File: config.mk
export PLATFORM = sky130hd
export DESIGN_NAME = conv2x2_window_gen_flat
export DESIGN_NICKNAME = d
export VERILOG_FILES = /design/src/rtl/conv2x2_window_gen_if.sv /design/src/rtl/conv2x2_window_gen.sv /design/src/flat_wrapper.sv
export SDC_FILE = /design/constraint.sdc
export NUM_CORES = 1
export LEC_CHECK = 0
export ABC_CLOCK_PERIOD_IN_PS = 2100
export CAP_MARGIN = 20
export CORE_ASPECT_RATIO = 1.2
export CORE_MARGIN = 2
export CORE_UTILIZATION = 47
export DETAILED_ROUTE_END_ITERATION = 8
export GPL_ROUTABILITY_DRIVEN = 0
export PLACE_DENSITY = 0.79
export SKIP_CTS_REPAIR_TIMING = 1
export SLEW_MARGIN = 20
export SYNTH_ARGS = -nofsm -noshare
export SYNTH_HDL_FRONTEND = slang
export SYNTH_SLANG_ARGS = --single-unit
File: constraint.sdc
create_clock -name clk -period 2.1 [get_ports clk]
set_input_delay 0.21 -clock clk [delete_from_list [all_inputs] [get_ports clk]]
set_output_delay 0.21 -clock clk [all_outputs]
set_load 0.05 [all_outputs]
File: src/rtl/conv2x2_window_gen_if.sv
// Pixel-in / window-out handshake bundle for conv2x2_window_gen.
// Both sides are valid/ready: a transfer happens on a rising clk edge where valid && ready.
interface conv2x2_window_gen_if;
  logic [7:0]  pix_in;
  logic        pix_valid;
  logic        pix_ready;
  logic        sof;
  logic [31:0] win_out;
  logic        win_valid;
  logic        win_ready;
  logic        win_last;
  logic        frame_done;

  modport master (
    output pix_in, pix_valid, sof, win_ready,
    input  pix_ready, win_out, win_valid, win_last, frame_done
  );

  modport slave (
    input  pix_in, pix_valid, sof, win_ready,
    output pix_ready, win_out, win_valid, win_last, frame_done
  );
endinterface

File: src/rtl/conv2x2_window_gen.sv
// Raster-scan pixel stream to stride-1 2x2 windows, one packed 32-bit word per window.
// Byte order: [7:0]=top-left, [15:8]=top-right, [23:16]=bottom-left, [31:24]=bottom-right.
module conv2x2_window_gen #(
  parameter int IMG_W = 8,
  parameter int IMG_H = 8
) (
  input  logic                 clk,
  input  logic                 rst,
  conv2x2_window_gen_if.slave  bus
);

  localparam int CW = (IMG_W > 1) ? $clog2(IMG_W) : 1;
  localparam int RW = (IMG_H > 1) ? $clog2(IMG_H) : 1;
  localparam logic [CW-1:0] COL_LAST = CW'(IMG_W - 1);
  localparam logic [RW-1:0] ROW_LAST = RW'(IMG_H - 1);

  logic [CW-1:0] col_q, col_d, col_eff;
  logic [RW-1:0] row_q, row_d, row_eff;
  logic [31:0]   win_out_q, win_out_d;
  logic          win_valid_q, win_valid_d;
  logic          win_last_q, win_last_d;
  logic          frame_done_q, frame_done_d;

  // Line buffer holds the previous row; left_q is the last accepted pixel and
  // above_left_q is the line-buffer entry that pixel overwrote.
  logic [7:0]    line_q [IMG_W];
  logic [7:0]    left_q;
  logic [7:0]    above_left_q;

  logic          accept;
  logic          win_load;
  logic          at_row_end;
  logic          at_frame_end;

  assign bus.pix_ready  = !win_valid_q || bus.win_ready;
  assign accept         = bus.pix_valid && bus.pix_ready;

  // sof forces the accepted pixel to (0,0) regardless of the counters.
  assign col_eff        = bus.sof ? '0 : col_q;
  assign row_eff        = bus.sof ? '0 : row_q;
  assign at_row_end     = (col_eff == COL_LAST);
  assign at_frame_end   = at_row_end && (row_eff == ROW_LAST);
  assign win_load       = accept && (row_eff != '0) && (col_eff != '0);

  always_comb begin
    col_d = col_q;
    row_d = row_q;
    if (accept) begin
      if (at_row_end) begin
        col_d = '0;
        row_d = (row_eff == ROW_LAST) ? '0 : row_eff + RW'(1);
      end else begin
        col_d = col_eff + CW'(1);
        row_d = row_eff;
      end
    end
  end

  always_comb begin
    win_out_d    = win_out_q;
    win_valid_d  = win_valid_q;
    win_last_d   = win_last_q;
    frame_done_d = accept && at_frame_end;
    if (win_load) begin
      win_out_d   = {bus.pix_in, left_q, line_q[col_eff], above_left_q};
      win_valid_d = 1'b1;
      win_last_d  = at_frame_end;
    end else if (bus.win_ready) begin
      win_valid_d = 1'b0;
      win_last_d  = 1'b0;
    end
  end

  always_ff @(posedge clk or posedge rst) begin
    if (rst) begin
      col_q        <= '0;
      row_q        <= '0;
      win_out_q    <= '0;
      win_valid_q  <= 1'b0;
      win_last_q   <= 1'b0;
      frame_done_q <= 1'b0;
    end else begin
      col_q        <= col_d;
      row_q        <= row_d;
      win_out_q    <= win_out_d;
      win_valid_q  <= win_valid_d;
      win_last_q   <= win_last_d;
      frame_done_q <= frame_done_d;
    end
  end

  // Pixel storage needs no reset: every entry is rewritten by row 0 before use.
  always_ff @(posedge clk) begin
    if (accept) begin
      line_q[col_eff] <= bus.pix_in;
      left_q          <= bus.pix_in;
      above_left_q    <= line_q[col_eff];
    end
  end

  assign bus.win_out    = win_out_q;
  assign bus.win_valid  = win_valid_q;
  assign bus.win_last   = win_last_q;
  assign bus.frame_done = frame_done_q;

endmodule

File: src/flat_wrapper.sv
// flat-port wrapper written by rule: the top's interface ports become plain ports
module conv2x2_window_gen_flat 
#(
  parameter int IMG_W = 8,
  parameter int IMG_H = 8
)
  (clk, rst, bus_pix_in, bus_pix_valid, bus_sof, bus_win_ready, bus_pix_ready, bus_win_out, bus_win_valid, bus_win_last, bus_frame_done);
  conv2x2_window_gen_if bus_i ();
  input  logic clk;
  input  logic rst;
  input wire logic [$bits(bus_i.pix_in)-1:0] bus_pix_in;
  input wire logic [$bits(bus_i.pix_valid)-1:0] bus_pix_valid;
  input wire logic [$bits(bus_i.sof)-1:0] bus_sof;
  input wire logic [$bits(bus_i.win_ready)-1:0] bus_win_ready;
  output wire logic [$bits(bus_i.pix_ready)-1:0] bus_pix_ready;
  output wire logic [$bits(bus_i.win_out)-1:0] bus_win_out;
  output wire logic [$bits(bus_i.win_valid)-1:0] bus_win_valid;
  output wire logic [$bits(bus_i.win_last)-1:0] bus_win_last;
  output wire logic [$bits(bus_i.frame_done)-1:0] bus_frame_done;
  assign bus_i.pix_in = bus_pix_in;
  assign bus_i.pix_valid = bus_pix_valid;
  assign bus_i.sof = bus_sof;
  assign bus_i.win_ready = bus_win_ready;
  assign bus_pix_ready = bus_i.pix_ready;
  assign bus_win_out = bus_i.win_out;
  assign bus_win_valid = bus_i.win_valid;
  assign bus_win_last = bus_i.win_last;
  assign bus_frame_done = bus_i.frame_done;
  conv2x2_window_gen #(.IMG_W(IMG_W), .IMG_H(IMG_H)) u_core (.clk(clk), .rst(rst), .bus(bus_i));
endmodule
# After elaboration in Yosys (flattened, before gate mapping)

Memory sizes are Yosys's and may differ from the RTL's.
Cells that the tools add are included.

Word-level logic and storage cells: 33
Memory bits (writable): 64
Bits in registers: 57
Memories kept: 1

Equality and inequality tests: 2
Reduce and logical (&&, ||, !) cells: 10
Muxes and demuxes: 10
Add/sub/neg operators: 2

Memories:

| memory        | depth | bits a word | read ports | clocked after Yosys merged registers in | wr ports | line                     | RTL |
|---|---|---|---|---|---|---|---|
| u_core.line_q | 8     | 8           | 1          | 0                                       | 1        | conv2x2_window_gen.sv:26 | `logic [7:0] line_q [IMG_W];` |

Operators with widths:

| kind                  | count |
|---|---|
| $mux W3               | 5 |
| $add A3 B1 Y3 const B | 2 |
| $eq A3 B3 Y1 const B  | 2 |
| $reduce_bool A3 Y1    | 2 |
| $logic_and A1 B1 Y1   | 5 |
| $mux W1               | 5 |
| $reduce_bool A2 Y1    | 1 |
| $logic_not A1 Y1      | 1 |
| $logic_or A1 B1 Y1    | 1 |

# Longest topological paths before layout

Word-level depth: 6
Gate-level depth with buffers: 8
Mapped depth without buffers: 6

# Worst setup path before layout

No wires, ideal clock.

Path kind: reg2reg
Start: register u_core.win_valid_q, in the netlist u_core.bus.win_valid
End: memory u_core.line_q[0][0] (enable)
Period minus slack after synthesis: 2722 ps
Cell stages (with the launch flop): 7
Data required time: 1730 ps
Setup slack: -622 ps
Library setup time: 370 ps
Data arrival time: 2352 ps
Path through: dfrtp_1 -> nand2b_1 -> nand2_1 -> inv_2 -> buf_2 -> nand2_1 -> nor2_1

Word-level cells in the longest chain between the ends: 5

RTL lines:

| item                          | line                     | RTL |
|---|---|---|
| start, declared               | conv2x2_window_gen.sv:20 | `logic win_valid_q, win_valid_d;` |
| start signal, assigned        | conv2x2_window_gen.sv:86 | `win_valid_q <= win_valid_d;` |
| $logic_not A1 Y1              | conv2x2_window_gen.sv:35 | `assign bus.pix_ready = !win_valid_q \|\| bus.win_ready;` |
| $logic_or A1 B1 Y1            | conv2x2_window_gen.sv:35 |  |
| net bus_pix_ready             | flat_wrapper.sv:15       | `output wire logic [$bits(bus_i.pix_ready)-1:0] bus_pix_ready;` |
| $logic_and A1 B1 Y1           | conv2x2_window_gen.sv:36 | `assign accept = bus.pix_valid && bus.pix_ready;` |
| net u_core.accept             | conv2x2_window_gen.sv:30 | `logic accept;` |
| $mux W1                       | conv2x2_window_gen.sv:94 | `if (accept) begin` |
| $mux W1 (not written as such) | conv2x2_window_gen.sv:95 | `line_q[col_eff] <= bus.pix_in;` |
| end, declared                 | conv2x2_window_gen.sv:26 |  |

The timed path passes the listed nets, and every way through them passes these cells.

# Worst setup path after layout

Start: register u_core.col_q[0]
End: register u_core.win_out_q[10], in the netlist u_core.bus.win_out[10] (read register of u_core.line_q)

Word-level cells in the longest chain between the ends: 3
Elaborated cells between the ends (all ways): 4

RTL lines:

| item                                                                  | line                     | RTL |
|---|---|---|
| start, declared                                                       | conv2x2_window_gen.sv:17 | `logic [CW-1:0] col_q, col_d, col_eff;` |
| start signal, assigned                                                | conv2x2_window_gen.sv:83 | `col_q <= col_d;` |
| $mux W3 *                                                             | conv2x2_window_gen.sv:39 | `assign col_eff = bus.sof ? '0 : col_q;` |
| parallel branches: the longest is 2 deep, another holds $mem_v2 Z8 W8 | -                        |  |
| end, declared                                                         | conv2x2_window_gen.sv:19 | `logic [31:0] win_out_q, win_out_d;` |

Mark *: on every way between the ends.
A chain may end at the register's enable or synchronous reset.

==> results.tsv <==
stage	metric	value	unit
outcome	outcome	finished, final reports clean	
power_and_ir_drop	Pint	0.00571	W
floorplan	DIE HEIGHT	115	um
routing	Final ANT Viol Nets	0	
yosys	Synth Instances	303	
final_layout	layout cells sized above 1	20.4	%
power_and_ir_drop	share of power burned in registers	37.4	%
timing	fmax	530	MHz
critical_path	reg2reg end	u_core.bus.win_out[10]	
critical_path	CP endpoint kind	flop	
timing	Worst slew margin	61.9	%
critical_path	Crit path top cell by count	buf_4	
yosys	largest area contributor in the netlist	edfxtp_1	
critical_path	CP cell instances	buf_4 -> buf_4 -> nand2b_1 -> a21oi_1 -> or3_4 -> mux2_2	
yosys	Post-Syn Area	4850	um2
timing	post-route minimum period	1.89	ns
critical_path	crit path from	u_core.col_q[0]	
timing	RSZ-0062 raised after global routing	false	
global_routing	initial antenna violation count	0	
timing	share of the clock period used by the worst path	89.9	%
yosys	synth warn	0	
yosys	largest cells by area after synthesis	edfxtp_1 (49%), dfrtp_1 (21%), mux2_1 (5.6%), mux2i_1 (5.2%), nand2b_1 (1.9%)	
yosys	post-synthesis register bit count	121	
clock_tree	clock net sink count	121	
clock_tree	Reg clk slew, reported paths	0.06	ns
final_layout	# diodes	0	
final_layout	NumNets Final	397	
yosys	Post-Syn Nets	321	
placed_design	dpl ws	-0.0898	ns
power_and_ir_drop	Pwr Density	1310	nW/um2
final_layout	area grow syn2layout	28.7	%
power_and_ir_drop	Comb power frac	24.2	%
power_and_ir_drop	clock share of power	38.4	%
critical_path	crit-path max cell delay	0.42	ns
critical_path	cell family with most CP delay	simple AND/OR/NAND/NOR gates	
power_and_ir_drop	switching power	0.00244	W
clock_tree	# H-tree levels	4	
final_layout	design area	6240	um2
critical_path	CP max stage cell	or3_4	
power_and_ir_drop	P_leak	2.59	nW
yosys	top_reg_cell synth	edfxtp_1	
clock_tree	Root Buffer Master	clkbuf_16	
global_routing	Tot GR Track Use	17.1	%
critical_path	Worst Path Buf+Inv	2	
clock_tree	Num CTS Buffers	17	
placed_design	port buffer count	48	
global_routing	vias in the first global route	2855	
critical_path	CP Max Fanout	16	
floorplan	Ports	49	
floorplan	Initial Util	48.2	%
power_and_ir_drop	Final Power	0.00815	W
yosys	Synth top cells by count	edfxtp_1 (80), dfrtp_1 (41), mux2i_1 (25)	
timing	Final Hold Fails	0	
power_and_ir_drop	Peak VDD IR	0.585	mV
critical_path	worst setup path endpoint	u_core.bus.win_out[10]	
final_layout	filler instances	678	
global_routing	GRT overflow	0	
timing	final worst setup slack	0.212	ns
yosys	Post-Syn Area per Cell	16.0	um2
floorplan	core area	10100	um2
yosys	most common cell in the synthesized netlist	edfxtp_1	
clock_tree	Clk Latency, worst-skew pair	0.42	ns
yosys	Unique masters post-synth	31	
routing	drt wl/cell	17.3	um
yosys	post-synthesis sequential area ratio	70.6	%
yosys	share of the synthesized area in the top cell type	49.5	%
critical_path	path depth of the worst reg2reg path	6	
global_routing	first-pass GRT wire length	14500	um
placed_design	dpl cell area	5600	um2
routing	drt total wl	8940	um
critical_path	crit path launch type	flop	
timing	Final Setup Violations	0	
timing	max-slew violations	0	
placed_design	post-DP HPWL	5930	um
critical_path	Crit Reg-Reg Startpoint	u_core.col_q[0]	
routing	Residual DRC	0	
timing	Setup Skew	0.0152	ns
power_and_ir_drop	switching share of power	29.9	%
yosys	number of flops mapped to enable cells by yosys	80	
floorplan	die area	11200	um2
critical_path	Critical Path AT	2.18	ns
critical_path	WS Path Type	reg2reg	
clock_tree	CTS tree	done	
job	max cap viols	0	
min_path	Hold Crit Class	in2async	
clock_tree	Max Buffers Root-to-Sink	2	
routing	initial DRC count	159	
routing	first-pass iteration count of the detailed router	6	
routing	Vias	2732	
floorplan	Die X	96.8	um
global_routing	largest net degree at the start of global routing	35	
yosys	Async SR Flop Fraction	33.9	%
routing	via density per instance	5.27	
critical_path	Req. time, crit path	2.40	ns
timing	hold slack	0.109	ns
floorplan	# rows	40	
critical_path	critical path depth in cells	6	
final_layout	Post-Route Utilization	62.1	%
critical_path	R2R Setup Slk	0.21	ns
timing	worst slew pin tran	0.572	ns
-- through the flow --
stage	TNS, ns	instances
final	0	518
after global placement	-0.412	486
after detailed placement	-1.59	486
after global routing	0	518
after floorplan	0	303
after CTS	0	518
-- layout make-up --
cell class / instances / area (um2) / area share, %
clock buffer: 17 / 425 / 6.81
timing repair buffer: 71 / 676 / 10.8
tap: 126 / 158 / 2.52
sequential: 121 / 3430 / 54.9
clock inverter: 15 / 224 / 3.59
multi-input combinational: 161 / 1310 / 20.9
inverter: 7 / 26.3 / 0.421
-- cell families (layout without fill, tap and decap cells) --
group / count (synthesis) / in the layout / synth area share [%]
flip-flops: 121 / 121 / 70.6
AND/OR/NAND/NOR: 69 / 69 / 8.69
buffers and inverters: 21 / 110 / 2.91
adder cells (fa/ha/maj): 5 / 5 / 1.29
AO/OA/AOI/OAI: 30 / 30 / 3.89
multiplexers: 57 / 57 / 12.6
-- cell usage in the layout (no fill, tap or decap), types with 2 or more instances in the layout --
cell type / synthesis / routed
nor2_1: 8 / 4
or3b_1: 2 / 2
mux2_1: 24 / 24
clkinv_4: 0 / 5
dfrtp_1: 41 / 40
o22ai_1: 8 / 8
buf_4: 5 / 22
a21oi_1: 8 / 8
edfxtp_1: 80 / 80
inv_1: 6 / 6
clkinv_2: 0 / 2
or3_4: 8 / 8
buf_12: 1 / 2
clkbuf_16: 0 / 17
a32o_1: 2 / 2
mux2i_1: 25 / 25
nand2b_1: 15 / 14
nand3b_1: 8 / 8
nand2_1: 22 / 22
mux2_2: 8 / 8
nor3_1: 2 / 2
nor2_2: 0 / 3
clkdlybuf4s50_1: 0 / 47
o21ai_0: 4 / 4
o21ai_1: 6 / 6
bufinv_16: 0 / 5
ha_1: 5 / 5
-- worst min path at each step --
| stage | endpoint | cells past startpoint | slack (ns) | from |
|---|---|---|---|---|
| finish | u_core.bus.win_out[20] | 3 | 0.11 | rst |
| global route | u_core.bus.win_out[20] | 3 | 0.15 | rst |
| CTS | u_core.bus.win_out[20] | 3 | 0.11 | rst |
| detailed placement | u_core.bus.win_out[23] | 1 | 0.44 | u_core.left_q[7] |
| global placement | u_core.bus.win_out[22] | 1 | 0.44 | u_core.left_q[6] |
| floorplan | u_core.left_q[0] | 0 | 0.31 | bus_pix_in[0] |
-- sequential cells by signal (all words and copies together) (netlist names) --
name	cells
u_core.row_q	3
u_core.col_q	3
u_core.above_left_q	8
u_core.bus.win_valid	1
u_core.bus.win_last	1
u_core.left_q	8
u_core.bus.frame_done	1
u_core.line_q	64
u_core.bus.win_out	32
-- power by group through the flow --
stage                     combinational, W  clock, W  sequential, W
after floorplan                   0.000486         0        0.00391
after global placement             0.00194         0        0.00308
after detailed placement           0.00198         0        0.00310
after CTS                          0.00199   0.00317        0.00306
after global routing               0.00207   0.00329        0.00310
final                              0.00197   0.00313        0.00305
-- worst min-delay path, cell delays in order --
cell and delay (ns):
clkdlybuf4s50_1 0.39, inv_1 0.05, buf_4 0.25
-- routing by layer --
metal,share of wire [%],up-vias,wire [um],global-route usage (%)
met5,0,-,0,0
met4,1.8,0,160,9.39
met3,3.4,11,306,4.26
met2,53,62,4740,29.4
met1,42,1382,3730,19.9
li1,-,1277,-,-
No activity file was read; power rests on OpenSTA's default activity.
